===== src/rtl/module_pipelined_adder_pkg.sv =====
// Shared definitions for the pipelined add/subtract unit.
//   DEF_WIDTH / DEF_STAGES : default operand width and pipeline depth
//   stage_ctl_t            : control record that travels with each transaction
//   ovf_flag()             : signed two's-complement overflow from MSBs
//   geometry_ok()          : legality of a WIDTH/STAGES combination
package pkg_adder;

  localparam int DEF_WIDTH  = 32;
  localparam int DEF_STAGES = 4;

  typedef struct packed {
    logic valid;
    logic sub;
  } stage_ctl_t;

  // Overflow when both effective operands share a sign and the result's sign differs.
  function automatic logic ovf_flag(input logic a_msb, input logic b_eff_msb, input logic y_msb);
    return (a_msb == b_eff_msb) && (y_msb != a_msb);
  endfunction

  function automatic bit geometry_ok(input int width, input int stages);
    return (stages >= 1) && (stages <= width) && ((width % stages) == 0);
  endfunction

endpackage


===== src/rtl/module_pipelined_adder_slice.sv =====
// Registered C-bit slice adder.
//   clk_i, rst_n_i : clock, asynchronous active-low reset
//   en_i           : pipeline advance enable (registers hold when low)
//   a_i, b_i       : slice operands (b_i already inverted for subtract)
//   cin_i          : carry into this slice
//   sum_d_o        : combinational slice sum (next value of sum_o)
//   sum_o, cout_o  : registered slice sum and carry out
module module_adder_slice #(
  parameter int C = 8
) (
  input  logic         clk_i,
  input  logic         rst_n_i,
  input  logic         en_i,
  input  logic [C-1:0] a_i,
  input  logic [C-1:0] b_i,
  input  logic         cin_i,
  output logic [C-1:0] sum_d_o,
  output logic [C-1:0] sum_o,
  output logic         cout_o
);

  logic [C:0]   w_full;
  logic [C-1:0] r_sum;
  logic         r_cout;

  assign w_full  = {1'b0, a_i} + {1'b0, b_i} + {{C{1'b0}}, cin_i};
  assign sum_d_o = w_full[C-1:0];

  always_ff @(posedge clk_i or negedge rst_n_i) begin
    if (!rst_n_i) begin
      r_sum  <= '0;
      r_cout <= 1'b0;
    end else if (en_i) begin
      r_sum  <= w_full[C-1:0];
      r_cout <= w_full[C];
    end
  end

  assign sum_o  = r_sum;
  assign cout_o = r_cout;

endmodule


===== src/rtl/module_pipelined_adder.sv =====
// Pipelined WIDTH-bit add/subtract unit with valid/ready handshakes.
// Stage k adds slice k (C = WIDTH/STAGES bits) using the carry registered by
// stage k-1. Unconsumed operand slices ride along in skew registers, finished
// result slices ride along in deskew registers, so a whole result leaves the
// last stage at once, STAGES cycles after it was accepted.
//   clk_i, rst_n_i   : clock, asynchronous active-low reset
//   valid_i, ready_o : input handshake (ready_o = ready_i | ~valid_o)
//   a_i, b_i         : operands
//   sub_i            : 1 = A-B, 0 = A+B+cin_i
//   cin_i            : carry-in for add mode
//   valid_o, ready_i : output handshake
//   y_o              : result mod 2^WIDTH
//   cout_o           : carry out of MSB (subtract: 1 = no borrow)
//   ovf_o            : signed overflow
//   zero_o           : y_o == 0
module module_pipelined_adder
  import pkg_adder::*;
#(
  parameter int WIDTH  = DEF_WIDTH,
  parameter int STAGES = DEF_STAGES
) (
  input  logic             clk_i,
  input  logic             rst_n_i,
  input  logic             valid_i,
  output logic             ready_o,
  input  logic [WIDTH-1:0] a_i,
  input  logic [WIDTH-1:0] b_i,
  input  logic             sub_i,
  input  logic             cin_i,
  output logic             valid_o,
  input  logic             ready_i,
  output logic [WIDTH-1:0] y_o,
  output logic             cout_o,
  output logic             ovf_o,
  output logic             zero_o
);

  localparam int C = WIDTH / STAGES;

  if (!geometry_ok(WIDTH, STAGES)) begin : g_bad_geometry
    $error("module_pipelined_adder: WIDTH must be a positive multiple of STAGES");
  end

  logic w_en;
  logic w_valid_last;

  // The whole pipeline moves as one; a stalled full output freezes everything.
  assign w_en    = ready_i | ~w_valid_last;
  assign ready_o = w_en;
  assign valid_o = w_valid_last;

  for (genvar k = 0; k < STAGES; k++) begin : g_stage
    localparam int IW = WIDTH - k * C;  // operand bits not yet consumed at stage k

    logic [IW-1:0] w_a;
    logic [IW-1:0] w_b;
    logic          w_vld;
    logic          w_sub;
    logic          w_cin;
    logic          w_zlo_in;
    logic [C-1:0]  w_b_eff;
    logic [C-1:0]  w_sum_d;
    logic [C-1:0]  w_sum;
    logic          w_cout;
    logic          r_zlo;  // result slices 0..k of this transaction are all zero

    if (k == 0) begin : g_head
      assign w_a      = a_i;
      assign w_b      = b_i;
      assign w_vld    = valid_i;
      assign w_sub    = sub_i;
      assign w_cin    = sub_i | cin_i;  // subtract forces the +1 of two's complement
      assign w_zlo_in = 1'b1;
    end else begin : g_body
      assign w_a      = g_stage[k-1].g_skew.r_a;
      assign w_b      = g_stage[k-1].g_skew.r_b;
      assign w_vld    = g_stage[k-1].g_skew.r_ctl.valid;
      assign w_sub    = g_stage[k-1].g_skew.r_ctl.sub;
      assign w_cin    = g_stage[k-1].w_cout;
      assign w_zlo_in = g_stage[k-1].r_zlo;
    end

    // Raw B travels down the pipe; each stage inverts its own slice using the
    // transaction's sub bit.
    assign w_b_eff = w_b[C-1:0] ^ {C{w_sub}};

    // ---- stage k register boundary ----
    module_adder_slice #(.C(C)) u_slice (
      .clk_i   (clk_i),
      .rst_n_i (rst_n_i),
      .en_i    (w_en),
      .a_i     (w_a[C-1:0]),
      .b_i     (w_b_eff),
      .cin_i   (w_cin),
      .sum_d_o (w_sum_d),
      .sum_o   (w_sum),
      .cout_o  (w_cout)
    );

    always_ff @(posedge clk_i or negedge rst_n_i) begin
      if (!rst_n_i) r_zlo <= 1'b0;
      else if (w_en) r_zlo <= w_zlo_in & ~|w_sum_d;
    end

    if (k < STAGES - 1) begin : g_skew
      stage_ctl_t      r_ctl;
      logic [IW-C-1:0] r_a;
      logic [IW-C-1:0] r_b;

      always_ff @(posedge clk_i or negedge rst_n_i) begin
        if (!rst_n_i) begin
          r_ctl <= '0;
          r_a   <= '0;
          r_b   <= '0;
        end else if (w_en) begin
          r_ctl.valid <= w_vld;
          r_ctl.sub   <= w_sub;
          r_a         <= w_a[IW-1:C];
          r_b         <= w_b[IW-1:C];
        end
      end
    end else begin : g_tail
      logic r_vld;
      logic r_ovf;

      // The top slice holds the operand MSBs, so overflow is resolved here.
      always_ff @(posedge clk_i or negedge rst_n_i) begin
        if (!rst_n_i) begin
          r_vld <= 1'b0;
          r_ovf <= 1'b0;
        end else if (w_en) begin
          r_vld <= w_vld;
          r_ovf <= ovf_flag(w_a[C-1], w_b_eff[C-1], w_sum_d[C-1]);
        end
      end
    end

    if (k > 0) begin : g_lo
      logic [k*C-1:0] r_lo;
      logic [k*C-1:0] w_lo_d;

      if (k == 1) begin : g_first
        assign w_lo_d = g_stage[0].w_sum;
      end else begin : g_rest
        assign w_lo_d = {g_stage[k-1].w_sum, g_stage[k-1].g_lo.r_lo};
      end

      always_ff @(posedge clk_i or negedge rst_n_i) begin
        if (!rst_n_i) r_lo <= '0;
        else if (w_en) r_lo <= w_lo_d;
      end
    end
  end

  assign w_valid_last = g_stage[STAGES-1].g_tail.r_vld;
  assign ovf_o        = g_stage[STAGES-1].g_tail.r_ovf;
  assign cout_o       = g_stage[STAGES-1].w_cout;
  assign zero_o       = g_stage[STAGES-1].r_zlo;

  if (STAGES == 1) begin : g_y_single
    assign y_o = g_stage[0].w_sum;
  end else begin : g_y_multi
    assign y_o = {g_stage[STAGES-1].w_sum, g_stage[STAGES-1].g_lo.r_lo};
  end

endmodule


===== config.mk =====
export PLATFORM = sky130hd
export DESIGN_NAME = module_pipelined_adder
export DESIGN_NICKNAME = d
export VERILOG_FILES = /design/src/rtl/module_pipelined_adder_pkg.sv /design/src/rtl/module_pipelined_adder_slice.sv /design/src/rtl/module_pipelined_adder.sv
export SDC_FILE = /design/constraint.sdc
export NUM_CORES = 1
export LEC_CHECK = 0
export ABC_AREA = 1
export BUFFER_PORTS_ARGS = -buffer_cell sky130_fd_sc_hd__buf_2
export CAP_MARGIN = 20
export CORE_MARGIN = 8
export CORE_UTILIZATION = 45
export DETAILED_ROUTE_END_ITERATION = 10
export MAX_ROUTING_LAYER = met4
export PLACE_DENSITY = 0.61
export SETUP_SLACK_MARGIN = 0.4
export SYNTH_ARGS = -nofsm -noshare
export SYNTH_HDL_FRONTEND = slang
export SYNTH_SLANG_ARGS = --single-unit

===== constraint.sdc =====
create_clock -name clk_i -period 5.8 [get_ports clk_i]
set_input_delay 0.87 -clock clk_i [delete_from_list [all_inputs] [get_ports clk_i]]
set_output_delay 0.87 -clock clk_i [all_outputs]
set_load 0.02 [all_outputs]

## Word level (Yosys, flattened, before mapping)

Cells that the tools add are included.

- Add/sub/neg operators: 8
- Eq/ne operators: 2
- Bitwise logic cells: 10
- Reductions and logical operators: 9

Operator list:

| kind | number |
|---|---|
| 8-bit by 8-bit adder with 9-bit output | 4 |
| 9-bit by 1-bit adder with 9-bit output | 4 |
| 8-bit OR reduction | 4 |
| 8-bit XOR | 4 |
| 1-bit logical NOT | 4 |
| 1-bit AND | 3 |
| 1-bit bitwise OR | 2 |
| 1-bit equality test | 1 |
| 1-bit logical AND | 1 |
| 1-bit inequality test | 1 |
| 1-bit inverter | 1 |

- Register bits: 192
- Input port bits: 70
- Output and inout port bits: 37
- Word-level logic and storage cells: 58

## Longest topological paths before layout

- Word-level depth: 6
- Depth in mapped cells: 15
- Mapped depth without buffers: 14

## Cells and area by module

Synthesis repeated with hierarchy kept, for this count alone.

- Cells, all modules: 1120
- Area total of the unflattened synthesis: 9380.2 um^2

Modules (own cells, without submodules):

| module | instances | cells an instance | area an instance (um^2) | sequential area each (um^2) |
|---|---|---|---|---|
| module_pipelined_adder | 1 | 700 | 6272.3 | 3903.7 |
| module_adder_slice | 4 | 105 | 777.0 | 225.2 |

## Least setup slack after synthesis

Ideal clock, no wire load.

- Kind: in2reg
- From: input sub_i
- To: register g_stage[0].r_zlo
- Library setup time: 65 ps
- Arrival time: 2587 ps
- Required time: 5735 ps
- Slack: 3148 ps
- Stages on the path: 13
- Buffers on the path: 1
- Path through: buf_2 > xnor2_1 > fa_1 > fa_1 > inv_1 > nand2_1 > nand2_1 > nand4_1 > nor2_1 > nand2_1 > nor2_2 > nand2_1 > nand2_1

- Cells in the longest elaborated chain, start to end: 5
- Elaborated cells between the ends (all ways): 6
- Those cells by class: 2 x add/sub; 2 x bitwise; 2 x reduce/logical

RTL lines:

| element | line | source |
|---|---|---|
| from (decl) | module_pipelined_adder.sv:28 | `input logic sub_i,` |
| 8-bit XOR | module_pipelined_adder.sv:85 | `assign w_b_eff = w_b[C-1:0] ^ {C{w_sub}};` |
| 8-bit by 8-bit adder with 9-bit output | module_pipelined_adder_slice.sv:26 | `assign w_full = {1'b0, a_i} + {1'b0, b_i} + {{C{1'b0}}, cin_i};` |
| 9-bit by 1-bit adder with 9-bit output * | module_pipelined_adder_slice.sv:26 |  |
| 8-bit OR reduction * | module_pipelined_adder.sv:102 | `else if (w_en) r_zlo <= w_zlo_in & ~\|w_sum_d;` |
| 1-bit logical NOT * | module_pipelined_adder.sv:102 |  |
| to (signal assigned) | module_pipelined_adder.sv:102 |  |
| to (decl) | module_pipelined_adder.sv:65 | `logic r_zlo;` |

Mark *: on every way between the ends. The rest lies on a longest branch, timed or not.
A chain may end at the register's enable or synchronous reset.

## Worst setup path after layout

- From: input ready_i
- To: output ready_o

- Cells in the longest elaborated chain, start to end: 1

RTL lines:

| element | line | source |
|---|---|---|
| from (decl) | module_pipelined_adder.sv:31 | `input logic ready_i,` |
| 1-bit bitwise OR | module_pipelined_adder.sv:48 | `assign w_en = ready_i \| ~w_valid_last;` |
| to (decl) | module_pipelined_adder.sv:25 | `output logic ready_o,` |

Every way passes these cells.

==> results by group <==
Timing
  • Final hold violation count: 0
  • Hold slack: ~460 ps
  • Final Max Slew Viols: 0
  • # setup viols final: 0
  • Final worst slack: 3094 ps
  • Max Clk Rate: 369.6 MHz
  • Fin crit period: 2706 ps
  • Period utilisation layout: 46.65%
  • Clock Skew: 11.58 ps
  • Tightest Pin Transition: just under 800 ps
  • RSZ-0062 raised after global routing: no
  • Setup total negative slack: 0 ps
  • Slew Limit Headroom: 48.11%

Synthesis
  • Seq/Total Area, Yosys: 53.22%
  • Top cell type's share of synthesized area: between 50% and 60%
  • Synth Area per Inst: 8.492 um2
  • EDFF count, synth: 0
  • Top-count cell post-synth: nand2_1
  • Synth Cell Area: 9027 um2
  • Syn nets: 1169
  • Yosys cell types: 30
  • Asr flop ratio synth: 100.0%
  • Ys flop type: dfrtp_1
  • Synth area leader: dfrtp_1
  • Register bit total from synthesis: 192
  • Warnings, synthesis: 0
  • Top post-synthesis cells by area: dfrtp_1 (53%), nand2_1 (17%), o21ai_0 (7.2%)
  • Cells after Synth: around 1100
  • Top post-synthesis cells by count: nand2_1 (397), dfrtp_1 (192), o21ai_0 (129), inv_1 (111), nor2_1 (37)

Routing
  • Pre-antenna DRT Iters: 4
  • WL per Instance: roughly 13 um
  • Total wire length: 18.70 mm
  • Routed vias/inst: 4.571
  • Residual DRC: 0
  • Starting DRT DRC Count: 359
  • Routed Antenna Nets: 0
  • Detailed-route via count: ~6500

Placed design
  • Cells after DPL: ~1400
  • DP HPWL: 13.06 mm
  • Final Wtd Congestion: 0.8242
  • Post-placement cell area: ~9700 um2
  • IO Port Bufs: 106
  • DP Worst Slack: 2639 ps

Setup path
  • Most used cell, CP: buf_2
  • Setup crit start kind: input pin
  • CP Class: input pin to primary output
  • Worst Path Max Fanout: 115
  • Critical path cell sequence: buf_2 -> inv_1 -> nand2_8 -> buf_2
  • CP Capture Type: primary output
  • Reg2Reg Launch Point: g_stage[2].w_sub
  • Crit path arrival time: around 1800 ps
  • CP Launch Point: ready_i
  • Largest stage delay, worst path: 360 ps
  • Slowest-stage cell, CP: nand2_8
  • R2R depth: 9
  • WP data required: 4930 ps

CTS
  • PostCTS Resize Cnt: 0
  • CTS tree: done
  • H-tree depth: 4
  • Postcts setup bufs: 0
  • Total CTS buffers: 17
  • Clock transition at path regs: 70 ps
  • CTS root buffer: clkbuf_16
  • Clock Sinks: 192
  • Clock latency on the worst-skew pair: 430 ps
  • CTS Hold Bufs: 0
  • Maximum buffer depth of the clock tree: 2

Run
  • Max Cap Viol: 0

Pwr
  • Pwr Density: slightly above 600 nW/um2
  • Switching Fraction: about two fifths
  • Pint: 3.791 mW
  • Clock Power Share: 20.4%
  • Leak: 5.518 nW
  • Sw power: 2.624 mW
  • Maximum VDD drop: 0.0002883 V
  • Comb pwr share: 44.6%
  • Register share of total power: 35.0%

Floorplan
  • Die Wd: 157.6 um
  • Cell row count: 52
  • Die Area: 24850 um2
  • IO Count: around 110
  • Die Height: approximately 160 um
  • Initial Util: 45.20%
  • Core area: 19970 um2

Finish
  • Final Non-Filler Cells: 1430
  • Post-layout instance area: 10450 um2
  • Number of fill cells: slightly below 2000
  • Area Overhead vs Synth: 15.70%
  • Final-stage net count: between 1000 and 1500
  • Share of cells above drive strength 1: between 10% and 20%
  • Ant. Diodes: 0

GRT
  • GRT overflow: 0
  • Largest net degree at the start of global routing: between 100 and 150
  • Vias in the first global route: 6473
  • GR Util All Layers: 16.62%
  • First-pass GRT wire length: about 32 mm
  • Initial antenna violation count: 0

Status
  • Status: complete, no violations

Min path
  • Hold WC Path Type: input pin to asynchronous set/reset pin
[area by class of cell]
class	count	area [um2]	share of cell area, %
inverters	112	422.9	4.049
clock inverters	11	198.9	1.905
clock buffers	21	470.5	4.504
repair buffers	111	609.3	5.834
multi-input cells	713	3601	34.48
well taps	270	337.8	3.234
flip-flops and latches	192	4805	46.00
[final timing paths]
| check | end | slack (ps) |
|---|---|---|
| worst max-delay path | ready_o | 3090 |
| worst min-delay path | g_stage[3].g_lo.r_lo[21] | 460 |
| worst max register to register | g_stage[2].u_slice.cout_o | 3310 |
| worst min register to register | valid_o | 470 |
| max in group asynchronous | g_stage[1].w_sub | 4120 |
| min in group clk_i | valid_o | 470 |
[cells by family (layout without fill, tap and decap cells)]
family	count (synthesis)	after routing	share of synthesized area [%]
AOI/OAI and AO/OA	154	154	8.857
xor gates and xnor gates	38	38	3.770
adders and majority gates	36	36	5.655
buffers and inverters	158	255	7.041
DFF	192	192	53.22
and+or+nand+nor	485	485	21.46
[routing by layer]
metal	up-vias	global-route usage [%]	wire length [um]
li1	3487	-	-
met5	-	-	0
met4	0	4.216	166
met3	10	3.194	647
met1	2938	25.50	10560
met2	102	21.87	7329
[critical path, delay by kind of cell]
family	cells	cell delay (ps)
buf+inv	3	560
simple gates	1	360
[per-stage QoR]
stage	utilization [%]	power, mW
after detailed placement	48.80	5.140
after global placement	48.80	5.074
after floorplan	-	4.396
final	52.29	6.415
after CTS	52.15	6.472
after global routing	52.29	7.051
[placed cells by master, fill, tap and decap left out, drive strengths merged, types with 12 or more instances in the layout]
| master | instances |
|---|---|
| ha | 28 |
| nor2 | 38 |
| xnor2 | 12 |
| o21ai | 131 |
| inv | 115 |
| dfrtp | 192 |
| buf | 110 |
| clkbuf | 22 |
| a21oi | 14 |
| xor2 | 26 |
| nand3 | 29 |
| nand2 | 401 |
[power groups by stage]
stage | clock network (mW) | logic (mW) | registers [mW]
2_1_floorplan | 0 | 2.10 | 2.30
3_3_place_gp | 0 | 2.81 | 2.26
3_5_place_dp | 0 | 2.88 | 2.26
4_1_cts | 1.34 | 2.89 | 2.25
5_1_grt | 1.40 | 3.33 | 2.32
6_report | 1.31 | 2.86 | 2.24
[flip-flops by register name, indices dropped and copies added, names as in the netlist, 3 cells and up]
register / flops
g_stage.g_skew.r_a: 48
g_stage.g_skew.r_b: 48
g_stage.g_lo.r_lo: 48
g_stage.u_slice.sum_o: 32
g_stage.u_slice.cout_o: 4
g_stage.r_zlo: 3
g_stage.w_sub: 3
g_stage.w_vld: 3
Note: power is estimated with default switching activity, not from simulation.
